$ cat src/rtl/vpu_seq_pkg.sv
// Shared definitions for the VPU instruction sequencer: opcodes, field positions, FSM states.
// VPU_SEQ_SINGLE_STEP_EN adds the STEP_WAIT state used for single-step debug.
package vpu_seq_pkg;

    localparam logic [3:0] OP_HALT    = 4'hF;
    localparam logic [3:0] OP_JMP     = 4'hE;
    localparam logic [3:0] OP_LOOPSET = 4'hD;
    localparam logic [3:0] OP_DJNZ    = 4'hC;
    localparam logic [3:0] OP_NOP     = 4'h0;

    localparam int OPC_MSB = 31;
    localparam int OPC_LSB = 28;

`ifdef VPU_SEQ_SINGLE_STEP_EN
    typedef enum logic [2:0] {
        S_IDLE,
        S_FETCH,
        S_LATCH,
        S_EXEC,
        S_ISSUE,
        S_DONE,
        S_STEP_WAIT
    } seq_state_t;
`else
    typedef enum logic [2:0] {
        S_IDLE,
        S_FETCH,
        S_LATCH,
        S_EXEC,
        S_ISSUE,
        S_DONE
    } seq_state_t;
`endif

endpackage

$ cat src/rtl/vpu_instr_sequencer.sv
// Fetches instructions, resolves HALT/JMP/LOOPSET/DJNZ/NOP locally and issues the rest to the datapath.
// Optional single-step debug via `define VPU_SEQ_SINGLE_STEP_EN (adds step input and STEP_WAIT).
//
// state     | meaning
// IDLE      | waiting for start
// FETCH     | rd_addr = PC presented to instruction memory
// LATCH     | IR <= rd_data
// EXEC      | resolve control/NOP opcodes, or hand datapath opcodes to ISSUE
// ISSUE     | issue_valid high until issue_ready
// DONE      | HALT reached; done held until next start
// STEP_WAIT | (single-step build) hold until a step pulse
module vpu_instr_sequencer
    import vpu_seq_pkg::*;
#(
    parameter int INSTR_WIDTH = 32,
    parameter int DEPTH       = 256,
    parameter int LOOP_W      = 8,
    localparam int PC_W       = $clog2(DEPTH)
) (
    input  logic                   clk,
    input  logic                   rst,
    input  logic                   start,
    input  logic                   abort,
`ifdef VPU_SEQ_SINGLE_STEP_EN
    input  logic                   step,
`endif
    output logic [PC_W-1:0]        rd_addr,
    input  logic [INSTR_WIDTH-1:0] rd_data,
    output logic                   issue_valid,
    input  logic                   issue_ready,
    output logic [INSTR_WIDTH-1:0] issue_instr,
    output logic                   busy,
    output logic                   done,
    output logic [PC_W-1:0]        pc_out
);

`ifdef VPU_SEQ_SINGLE_STEP_EN
    localparam seq_state_t S_RESUME = S_STEP_WAIT;
`else
    localparam seq_state_t S_RESUME = S_FETCH;
`endif

    seq_state_t             state;
    logic [PC_W-1:0]        pc;
    logic [INSTR_WIDTH-1:0] ir;
    logic [LOOP_W-1:0]      loop_cnt;

    logic [3:0]             opcode;
    logic [PC_W-1:0]        target;
    logic [PC_W-1:0]        pc_inc;

    assign opcode = ir[OPC_MSB:OPC_LSB];
    assign target = ir[PC_W-1:0];
    // Explicit wrap keeps PC modulo DEPTH even when DEPTH is not a power of two.
    assign pc_inc = (pc == PC_W'(DEPTH - 1)) ? '0 : pc + PC_W'(1);

    always_ff @(posedge clk) begin
        if (rst) begin
            state    <= S_IDLE;
            pc       <= '0;
            ir       <= '0;
            loop_cnt <= '0;
        end else if (abort) begin
            state <= S_IDLE;
        end else begin
            case (state)
                S_IDLE: begin
                    if (start) begin
                        pc    <= '0;
                        state <= S_FETCH;
                    end
                end
                S_FETCH: state <= S_LATCH;
                S_LATCH: begin
                    ir    <= rd_data;
                    state <= S_EXEC;
                end
                S_EXEC: begin
                    case (opcode)
                        OP_HALT: state <= S_DONE;
                        OP_JMP: begin
                            pc    <= target;
                            state <= S_RESUME;
                        end
                        OP_LOOPSET: begin
                            loop_cnt <= ir[LOOP_W-1:0];
                            pc       <= pc_inc;
                            state    <= S_RESUME;
                        end
                        OP_DJNZ: begin
                            if (loop_cnt != '0) begin
                                loop_cnt <= loop_cnt - LOOP_W'(1);
                                pc       <= target;
                            end else begin
                                pc <= pc_inc;
                            end
                            state <= S_RESUME;
                        end
                        OP_NOP: begin
                            pc    <= pc_inc;
                            state <= S_RESUME;
                        end
                        default: state <= S_ISSUE;
                    endcase
                end
                S_ISSUE: begin
                    if (issue_ready) begin
                        pc    <= pc_inc;
                        state <= S_RESUME;
                    end
                end
                S_DONE: begin
                    if (start) begin
                        pc    <= '0;
                        state <= S_FETCH;
                    end
                end
`ifdef VPU_SEQ_SINGLE_STEP_EN
                S_STEP_WAIT: begin
                    if (step) state <= S_FETCH;
                end
`endif
                default: state <= S_IDLE;
            endcase
        end
    end

    // Outputs come straight from the state register or datapath registers.
    always_comb begin
        rd_addr     = pc;
        pc_out      = pc;
        issue_instr = ir;
        issue_valid = (state == S_ISSUE);
        done        = (state == S_DONE);
        busy        = (state != S_IDLE) && (state != S_DONE);
    end

endmodule

$ cat config.mk
export PLATFORM = sky130hd
export DESIGN_NAME = vpu_instr_sequencer
export DESIGN_NICKNAME = d
export VERILOG_FILES = /design/src/rtl/vpu_seq_pkg.sv /design/src/rtl/vpu_instr_sequencer.sv
export SDC_FILE = /design/constraint.sdc
export NUM_CORES = 1
export LEC_CHECK = 0
export BUFFER_PORTS_ARGS = -buffer_cell sky130_fd_sc_hd__buf_2
export CORE_UTILIZATION = 25
export CTS_CLUSTER_SIZE = 16
export DETAILED_ROUTE_END_ITERATION = 12
export PLACE_DENSITY = 0.44
export RECOVER_POWER = 25
export SETUP_SLACK_MARGIN = 0.3
export SYNTH_ARGS = -nofsm -noshare
export SYNTH_HDL_FRONTEND = slang
export SYNTH_SLANG_ARGS = --single-unit
$ cat constraint.sdc
create_clock -name clk -period 2.1 [get_ports clk]
set_input_delay 0 -clock clk [delete_from_list [all_inputs] [get_ports clk]]
set_output_delay 0 -clock clk [all_outputs]
set_load 0.01 [all_outputs]
==> results.yml <==
run_status:
  outcome: "complete, but fails checks"
  violations: "setup timing"
clock_tree:
  clk_latency_ns: 0.30
  htree_levels: 2
  path_clk_slew_ns: 0.09
  cts_buffers: 5
  clock_sinks: 51
  cts_tree: "built"
  cts_root_buf: "clkbuf_8"
  cts_buffer_depth: 2
floorplanning:
  initial_core_util: 0.2628
  die_area_um2: 10250
  die_w_um: 101.2
  core_um2: 9371
  rows: 35
  ios: 88
  dieHeight_um: 101.2
cells_and_area:
  final_area_um2: 3610
  final_common_cell: "nand2_1"
  diodes: 0
  fillers: 1021
  mostFrequentLayoutCells: "nand2_1, buf_2, dfxtp_1"
  drive_above_1_share: 0.2746
  synthToLayoutAreaGrowth_pct: 46.60
  final_nets: 486
synth:
  synth_ff_type: "dfxtp_1"
  syn_area_um2: 2462
  yosys_register_bits: 51
  synth_nets: 356
  async_flop_share: 0
  ys_warn_count: 0
  ys_seq_area_frac: 0.4146
  synth_cells: 317
  synthDistinctLibCells: 49
  synth-edff-count: 0
  postSynthAreaPerCell_um2: 7.768
drt:
  ant_nets: 0
  firstDrtPassIters: 4
  routedWlPerCell_um: 13.30
  routed-via-count: 2677
  first_iter_violations: 121
  drt-total-wl_mm: 7.673
  vias_per_cell: 4.640
  drcViolationCount: 0
min_path:
  holdCritStartpoint: "issue_ready"
  min_path_type: "in -> reg"
sta:
  relSlewSlack: 0.6041
  max_freq_mhz: 460.2
  rsz0062_at_grt: "yes"
  finalHoldViolCount: 0
  final-setup-viol-count: 10
  maxSlewViolCount: 0
  finClkSkew_ns: 0.004714
  min_period_over_period: 1.035
  tightest_slew_ns: 0.5921
  fin_ws_ns: -0.07281
  period_minus_slack_ns: 2.173
critical_path:
  startpoint: "loop_cnt[0]"
  arrival_ns: 2.42
  r2r_setup_slack_ns: -0.07
  r2r-start: "loop_cnt[0]"
  critical_path.endpoint_type: "flop"
  cp.required_ns: 2.34
  crit_path_top_delay_cell: "or4_4"
  worstSetupStartpointType: "flop"
  cp_max_fo: 4
  critPathKind: "reg -> reg"
  max_stage_delay_ns: 0.48
  path_cells: "inv_2 > ha_4 > or4b_4 > or4_4 > a211oi_4 > buf_4 > a221oi_1 > nor2_1"
global_routing:
  globalRouteTotalUtil: 0.1515
  antenna_found_initial: 0
  gr-total-overflow: 0
  grt_pass1_wl_mm: 12.12
  grt_max_degree: 33
  first_global_vias: 2494
power:
  ir_drop_mv: 0.2543
  power.density_nw_per_um2: 502.1
  p_leak_nw: 1.445
  p_total_mw: 1.812
job:
  drv_cap: 0
placed_design:
  place_congestion: 0.7618
  place_area_um2: 3168
  dp_hpwl_mm: 5.319
  io_buffer_count: 87
## worst max-delay path, delay by kind of cell, from the launching register on
kind | cells | cell delay, ns
AND/OR/NAND/NOR | 3 | 1.06
flip-flops | 1 | 0.34
AO/OA/AOI/OAI | 2 | 0.34
buffers and inverters | 2 | 0.26
adder cells (fa/ha/maj) | 1 | 0.12
## report_power, final
group	leakage (nW)	internal (mW)	switching (mW)
registers	0.413	0.985	0.0224
logic	0.990	0.132	0.122
clock network	0.0422	0.235	0.316
## worst paths after layout
kind                      to  cells after the start
max reg2reg        pc_out[7]                      8
max                pc_out[7]                      8
min                 state[2]                      4
min reg2reg  issue_instr[17]                      2
## layer usage
layer	routed length (µm)	up-vias	track usage	share of wire
met2	3713	41	0.2611	0.48
li1	-	1360	-	-
met4	91	0	0.04682	0.012
met1	3657	1270	0.1941	0.48
met5	0	-	0	0
met3	209	6	0.02346	0.027
## timing repair
| item | in CTS | in global routing |
|---|---|---|
| setup buffers | 0 | 1 |
| endpoints found under the setup margin | 16 | 16 |
| hold buffers | 33 | 0 |
| pin swaps | 5 | 2 |
| endpoints found under the hold margin | 34 | 0 |
| gates resized for setup | 4 | 5 |
## metrics by stage
stage	cells	setup slack (ns)	setup TNS, ns	utilization	hold WS (ns)
global route	577	-0.1408	-1.509	0.3852	0.1409
CTS	576	-0.05918	-0.2949	0.3852	0.07527
global placement	535	-0.05193	-0.2442	0.3381	0.2405
detailed placement	535	-0.1168	-0.6178	0.3381	0.2472
floorplan	317	-0.02950	-0.07582	-	0.07704
finish	577	-0.07281	-0.3681	0.3852	0.09595
## sequential cells by signal, indices dropped and copies added (netlist names)
| signal | count |
|---|---|
| state | 3 |
| pc_out | 8 |
| issue_instr | 32 |
| loop_cnt | 8 |
## Yosys cell counts (all sizes together) (3+ instances only)
master,number,area share
nor4,3,0.0076
clkbuf,15,0.023
xor2,3,0.011
nand3,4,0.0081
a21oi,47,0.096
buf,11,0.029
a221oi,8,0.031
dfxtp,51,0.41
inv,6,0.0091
nor2,17,0.026
xnor2,3,0.011
or3,5,0.013
nor3,10,0.020
nand2,79,0.12
nor2b,3,0.0076
o21ai,17,0.035
## cell type report
type                    instances  area, µm²  share of cell area
clock inverters                 1      5.005            0.001386
flip-flops and latches         51       1023              0.2835
clock buffers                   7      76.32             0.02114
multi-input cells             234       1360              0.3768
inverters                       6      22.52            0.006239
well taps                     129      161.4             0.04471
repair buffers                149      960.9              0.2662
## cells by family after synthesis
kind of cell,share of synthesized area
fa+ha+maj,0.01016
flops,0.4146
simple gates,0.2485
buf+inv,0.06148
xor+xnor,0.02135
mux,0.01270
compound gates,0.2312
(Power assumes the default switching activity.)
